### src/rtl/hack_reg_stack.sv
// hack_reg_stack: parametrised LIFO register stack for the Hack CPU datapath.
// It serves as a return-address and operand stack beside the A/D registers.
//
// Ports:
//   clk       in   system clock, rising edge
//   reset     in   synchronous, active-high reset
//   push      in   write data_in as the new top this cycle
//   pop       in   remove the current top this cycle
//   data_in   in   [WIDTH] value to push
//   clr_err   in   clear the sticky overflow/underflow flags
//   top_out   out  [WIDTH] current top of stack, 0 when empty (combinational)
//   count     out  [CW] number of valid entries, 0..DEPTH
//   empty     out  count == 0 (combinational decode)
//   full      out  count == DEPTH (combinational decode)
//   overflow  out  sticky: a push was rejected while full
//   underflow out  sticky: a pop was rejected while empty
//
// Optional build macro HACK_REG_STACK_PEEK_EN adds:
//   peek_idx  in   [CW] depth below the top to read (0 = top)
//   peek_out  out  [WIDTH] entry[count-1-peek_idx], 0 when peek_idx >= count
module hack_reg_stack #(
  parameter int unsigned WIDTH = 16,
  parameter int unsigned DEPTH = 16,
  localparam int unsigned CW = $clog2(DEPTH + 1)
) (
  input  logic             clk,
  input  logic             reset,
  input  logic             push,
  input  logic             pop,
  input  logic [WIDTH-1:0] data_in,
  input  logic             clr_err,
`ifdef HACK_REG_STACK_PEEK_EN
  input  logic [CW-1:0]    peek_idx,
  output logic [WIDTH-1:0] peek_out,
`endif
  output logic [WIDTH-1:0] top_out,
  output logic [CW-1:0]    count,
  output logic             empty,
  output logic             full,
  output logic             overflow,
  output logic             underflow
);

  localparam int unsigned AW = (DEPTH > 1) ? $clog2(DEPTH) : 1;

  logic [WIDTH-1:0] mem_q [DEPTH];
  logic [CW-1:0]    count_q, count_d;
  logic             overflow_q, overflow_d;
  logic             underflow_q, underflow_d;
  logic             wr_en;
  logic [AW-1:0]    wr_idx;
  logic [AW-1:0]    top_idx;
  logic             empty_c, full_c;

  assign empty_c = (count_q == CW'(0));
  assign full_c  = (count_q == CW'(DEPTH));
  // Only meaningful when not empty; the read is masked below otherwise.
  assign top_idx = AW'(count_q - CW'(1));

  // Operation decode: next count, sticky flags and storage write port.
  always_comb begin
    count_d     = count_q;
    overflow_d  = overflow_q & ~clr_err;
    underflow_d = underflow_q & ~clr_err;
    wr_en       = 1'b0;
    wr_idx      = '0;
    unique case ({push, pop})
      2'b10: begin
        if (full_c) begin
          overflow_d = 1'b1;
        end else begin
          wr_en   = 1'b1;
          wr_idx  = AW'(count_q);
          count_d = count_q + CW'(1);
        end
      end
      2'b01: begin
        if (empty_c) begin
          underflow_d = 1'b1;
        end else begin
          count_d = count_q - CW'(1);
        end
      end
      2'b11: begin
        // Replace-top; on an empty stack it degenerates to a plain push.
        wr_en = 1'b1;
        if (empty_c) begin
          wr_idx  = '0;
          count_d = CW'(1);
        end else begin
          wr_idx = top_idx;
        end
      end
      default: ;
    endcase
    if (reset) begin
      count_d     = '0;
      overflow_d  = 1'b0;
      underflow_d = 1'b0;
      wr_en       = 1'b0;
    end
  end

  // Control state.
  always_ff @(posedge clk) begin
    count_q     <= count_d;
    overflow_q  <= overflow_d;
    underflow_q <= underflow_d;
  end

  // Storage is never cleared; stale entries stay hidden behind count.
  always_ff @(posedge clk) begin
    if (wr_en) begin
      mem_q[wr_idx] <= data_in;
    end
  end

  assign top_out   = empty_c ? '0 : mem_q[top_idx];
  assign count     = count_q;
  assign empty     = empty_c;
  assign full      = full_c;
  assign overflow  = overflow_q;
  assign underflow = underflow_q;

`ifdef HACK_REG_STACK_PEEK_EN
  logic [AW-1:0] peek_addr;

  assign peek_addr = AW'(count_q - CW'(1) - peek_idx);
  assign peek_out  = (peek_idx >= count_q) ? '0 : mem_q[peek_addr];
`endif

endmodule

### config.mk
export PLATFORM = sky130hd
export DESIGN_NAME = hack_reg_stack
export DESIGN_NICKNAME = d
export VERILOG_FILES = /design/src/rtl/hack_reg_stack.sv
export SDC_FILE = /design/constraint.sdc
export NUM_CORES = 1
export LEC_CHECK = 0
export ABC_AREA = 1
export CAP_MARGIN = 15
export CORE_UTILIZATION = 50
export DETAILED_ROUTE_END_ITERATION = 16
export HOLD_SLACK_MARGIN = 0.1
export PLACE_DENSITY = 0.7
export SLEW_MARGIN = 20
export SYNTH_ARGS = -nofsm -noshare
export SYNTH_HDL_FRONTEND = slang
export SYNTH_SLANG_ARGS = --single-unit
### constraint.sdc
create_clock -name clk -period 2.77 [get_ports clk]
set_clock_uncertainty 0.15 [all_clocks]
set_input_delay 0.6925 -clock clk [delete_from_list [all_inputs] [get_ports clk]]
set_output_delay 0.6925 -clock clk [all_outputs]
set_load 0.1 [all_outputs]
== Yosys cells after proc, flatten, opt, wreduce, memory -nomap -nowiden ==
Memories as Yosys holds them, arrays and structs flattened.
Cells that the tools add are included.

* Register bits after elaboration: 7
* Bits in latches: 0
* Memory bits (writable): 256
* Memory bits (read-only): 0
* Input port bits: 21
* Output and inout port bits: 25
* Word-level logic and storage cells: 36
* Memories kept: 1

{| class="wikitable"
|+ Memory list
! name !! depth !! bits a word !! rd ports !! clocked after Yosys merged registers in !! wr ports !! RTL line !! text
|-
| mem_q || 16 || 16 || 1 || 0 || 1 || 46 || <nowiki>logic [WIDTH-1:0] mem_q [DEPTH];</nowiki>
|}

* Add/subtract/negate cells: 2
* Multiply operators: 0
* Div/mod/pow operators: 0
* Order comparisons: 0
* Equality and inequality tests: 7
* Shift-type cells: 0
* Multiplexer cells: 17
* Bitwise logic cells: 3
* Reductions and logical operators: 3

{| class="wikitable"
|+ Operator list
! cell !! number
|-
| 2-to-1 mux 16 bit || 1
|-
| 2-to-1 mux 5 bit || 3
|-
| case mux 5 bit (3 select lines) || 1
|-
| 2-to-1 mux 1 bit || 8
|-
| 2-to-1 mux 4 bit || 2
|-
| case mux 4 bit (2 select lines) || 1
|-
| inequality test 2 bit, second input constant || 3
|-
| adder 5 x 1 -> 5 bit, second input constant || 1
|-
| == test 5 bit, second input constant || 1
|-
| zero test 5 bit || 1
|-
| subtractor 5 x 1 -> 5 bit, second input constant || 1
|-
| == test 2 bit, second input constant || 2
|-
| AND reduction 4 bit || 1
|-
| nonzero test 3 bit || 1
|-
| bitwise AND 1 bit || 2
|-
| == test 2 x 1 -> 1 bit, second input constant || 1
|-
| case mux 1 bit (2 select lines) || 1
|-
| NOT 1 bit || 1
|}

== Depth between registers and ports, before layout ==
* Word-level depth: 6
* Mapped depth: 14
* Mapped depth without buffers: 10

== Worst setup path before layout ==
No wires, ideal clock.

* Path type: flip-flop to output port
* From: reg count_q[0], in the netlist count[0]
* To: out top_out[14]
* Arrival time: 3.999 ns
* Data required time: 1.928 ns
* Setup slack: -2.071 ns
* Stages on the path, launching flop included: 13
* Buffers on the path: 6
* Path through: dfxtp_1 > buf_6 > inv_2 > buf_6 > buf_2 > ha_1 > buf_2 > buf_2 > buf_2 > nand2_1 > nand3_1 > nand3_1 > a21oi_1

* Cells in the longest elaborated chain, start to end: 3
* Elaborated cells between the ends (all ways): 4
* Classes of those cells: add/sub (1); mux (1); reduce/logical (1); memory (1)

{| class="wikitable"
|+ Ends and longest elaborated chain
! item !! RTL line !! text
|-
| start, declared || 47 || <nowiki>logic [CW-1:0] count_q, count_d;</nowiki>
|-
| start signal, assigned || 106 || <nowiki>count_q <= count_d;</nowiki>
|-
| subtractor 5 x 1 -> 5 bit || -- ||
|-
| memory (16 x 16 bit) || -- ||
|-
| 2-to-1 mux 16 bit * || 118 || <nowiki>assign top_out = empty_c ? '0 : mem_q[top_idx];</nowiki>
|-
| end, declared || 36 || <nowiki>output logic [WIDTH-1:0] top_out,</nowiki>
|}

Mark *: on every way between the ends. The rest lies on a longest branch, timed or not.

== Worst setup path in the final report ==
* From: reg count_q[0], in the netlist count[0]
* To: out top_out[5]

Same word-level chain as after synthesis.

==> metrics.yaml <==
outcome:
  status: "complete, but fails checks"
  violations: "negative setup slack"
clocking:
  cts_root_buf: "clkbuf_16"
  path_clk_slew_ps: 60
  clock_sinks: 263
  cts_hold_buf: 0
  cts_buffers: 27
  clock_latency_ps: 530
  clockBufferDepth: 3
  tritoncts: "yes"
  cts_max_level: 1
logic_synthesis:
  synth-compound-area-share: 0.0221
  netlist_area_sq_um: 11000
  synthXorXnorAreaFrac: 0
  synth_top_cell_area_share: 0.697
  syn_inst: 982
  synth_cell_types: 24
  synth-seq-cells: 263
  ys_async_sr_fraction: 0
  synth_edf_count: 256
  synth_fa_ha_area_frac: 0.00340
  synth_largest_area_cell: "edfxtp_1"
  ys_warn_count: 0
  synth_top_family_by_area: "simple AND/OR/NAND/NOR gates"
  synthMuxAreaShare: 0
  ys_seq_area_frac: 0.710
  synth_area_per_cell_sq_um: 11.2
  synth_ff_type: "edfxtp_1"
  syn_nets: 1006
  synthSimpleGateAreaFrac: 0.226
  ys_top_cells_by_area: "edfxtp_1, nand2_1, nand3_1"
hold_path:
  min_to: "overflow$_SDFF_PP0_"
  min_from: "overflow$_SDFF_PP0_"
  hold_path_depth: 2
  holdCritPathClass: "reg2reg"
finish:
  antenna_cells: 0
  final_cell_area_sq_um: 14700
  regArea_sq_um: 7840
  final-instance-count-excl-fill: 1395
  multiInputGateArea_sq_um: 3500
  fill_cells: 1459
  drive_gt1_frac: 0.296
  post-route-util: 0.689
  syn_to_final_growth_pct: 33.3
  layout_common_cells: "nand2_1, edfxtp_1, nand3_1"
  nets: 1125
  layout_commonest_cell: "nand2_1"
critical_path:
  rr_startpoint: "count[0]$_SDFFE_PP0P_"
  path_common_cell: "nand3_2"
  path_max_fanout: 6
  rrSetupSlack_ps: 230
  critPathCaptureType: "primary output"
  arrival_ps: 2310
  path_cells: "inv_8, ha_4, clkinv_8, clkbuf_16, nand3_2, nand3_2, nand3_2, nand2_2, nor2_4, buf_12"
  critPathKind: "reg2out"
  reg2reg_depth: 12
  critPathSlowestCell: "dfxtp_4"
  r2r_end: "mem_q[6][10]$_DFFE_PP_"
  slowest_delay_ps: 380
  cp-start-kind: "flop"
  crit_required_ps: 1930
power:
  leakage_nw: 5.46
  power_density_nw_per_um2: 1050
  power_mw: 15.4
  irDropWorstVdd_mv: 1.06
global_routing:
  grt_pass1_vias: 7537
  grt_max_degree: 69
  gr-total-overflow: 0
  globalRouteTotalUtil: 0.261
  antenna_found_initial: 0
  grt_pass1_wl_um: 43200
timing:
  tightest_slew_ps: 667
  finalHoldViolations: 0
  relSlewSlack: 0.554
  period_minus_slack_ps: 3160
  max_freq_ghz: 0.317
  setup_viol: 16
  rsz0062_at_grt: "true"
  fin_crit_sh: 1.14
  drv_slew: 0
  layout_setup_ws_ps: -387
routing:
  drc: 0
  routed_wl_um: 30300
  vias: 7988
  final_antenna_net_count: 0
  dr.pass1.iters: 6
  drt-initial-drc-count: 870
  avgViaCountPerCell: 5.73
  post_drt_wl_per_cell_um: 21.7
floorplanning:
  core_sq_um: 21400
  ioPinCount: 46
  die_area_sq_um: 22700
  start_util: 0.517
  die_width_um: 151
  die_h_um: 151
  std_cell_rows: 53
placed_design:
  gp_congestion: 0.850
  io_buffers: 45
  place_area_sq_um: 12900
  dp_hpwl_um: 16400
  dp_cells: 1319
job:
  maxCapViolations: 0
-- synth_stat cells, types with 5 or more instances --
| library cell | number |
|---|---|
| a21oi_1 | 36 |
| buf_6 | 6 |
| nand2_1 | 323 |
| clkbuf_1 | 12 |
| nor2_1 | 57 |
| o21ai_0 | 5 |
| inv_2 | 7 |
| nand2_2 | 8 |
| buf_4 | 9 |
| dfxtp_1 | 7 |
| buf_2 | 23 |
| inv_1 | 25 |
| nand3_1 | 191 |
| edfxtp_1 | 256 |
-- sequential cells by signal, summed over array words and instances, names as in the netlist --
name       flops
count          5
mem_q        256
overflow       1
underflow      1
-- area by class of cell --
class | instances | area share
Tap cell | 275 | 0.0234
Timing Repair Buffer | 143 | 0.140
Inverter | 32 | 0.0106
Timing Repair inverter | 1 | 0.000596
Clock inverter | 10 | 0.00349
Sequential cell | 263 | 0.533
Multi-Input combinational cell | 633 | 0.238
Clock buffer | 38 | 0.0508
-- repair_timing --
item	in CTS	in global routing
setup endpoints to repair	17	16
hold endpoints to repair	0	0
cloned	5	10
pin swaps	21	21
gates resized for setup	63	75
setup buffers	9	5
-- worst max-delay path, delay by kind of cell (launching register included) --
family,cells,cell delay (ps)
adder cells (fa/ha/maj),1,350
buffers and inverters,4,550
flip-flops,1,380
AND/OR/NAND/NOR,5,470
-- stage by stage --
stage / setup WS [ps] / hold slack [ps] / setup TNS (ps)
CTS: -375 / 315 / -5600
floorplan: -569 / 572 / -20180
global route: -457 / 346 / -6740
detailed placement: -75.7 / 307 / -4270
finish: -387 / 311 / -5720
global placement: -50.2 / 306 / -3360
-- report_power, final --
group / switching (mW) / internal, mW
clock: 1.45 / 1.87
sequential: 0.0569 / 4.50
combinational: 4.77 / 2.74
-- cell families (layout without fill, tap and decap cells) --
family	Yosys count	count (layout)
and+or+nand+nor	585	585
DFF	263	263
buffers and inverters	86	224
AOI/OAI and AO/OA	45	45
adders and majority gates	3	3
-- layer usage --
metal / part of all wire / up-vias / track usage
met3: 0.092 / 61 / 0.0433
met5: 0 / - / 0
li1: - / 3644 / -
met4: 0.026 / 0 / 0.0818
met1: 0.40 / 3857 / 0.364
met2: 0.48 / 426 / 0.421
-- worst max-delay path by stage --
stage,startpoint,endpoint,slack (ps),cells past startpoint
floorplan,count[0]$_SDFFE_PP0P_,top_out[14],-570,8
global placement,push,mem_q[6][13]$_DFFE_PP_,-50,9
detailed placement,push,mem_q[6][8]$_DFFE_PP_,-80,9
CTS,count[0]$_SDFFE_PP0P_,top_out[7],-380,9
global route,count[0]$_SDFFE_PP0P_,top_out[5],-460,10
finish,count[0]$_SDFFE_PP0P_,top_out[5],-390,10
No activity file was read; power rests on OpenSTA's default activity.
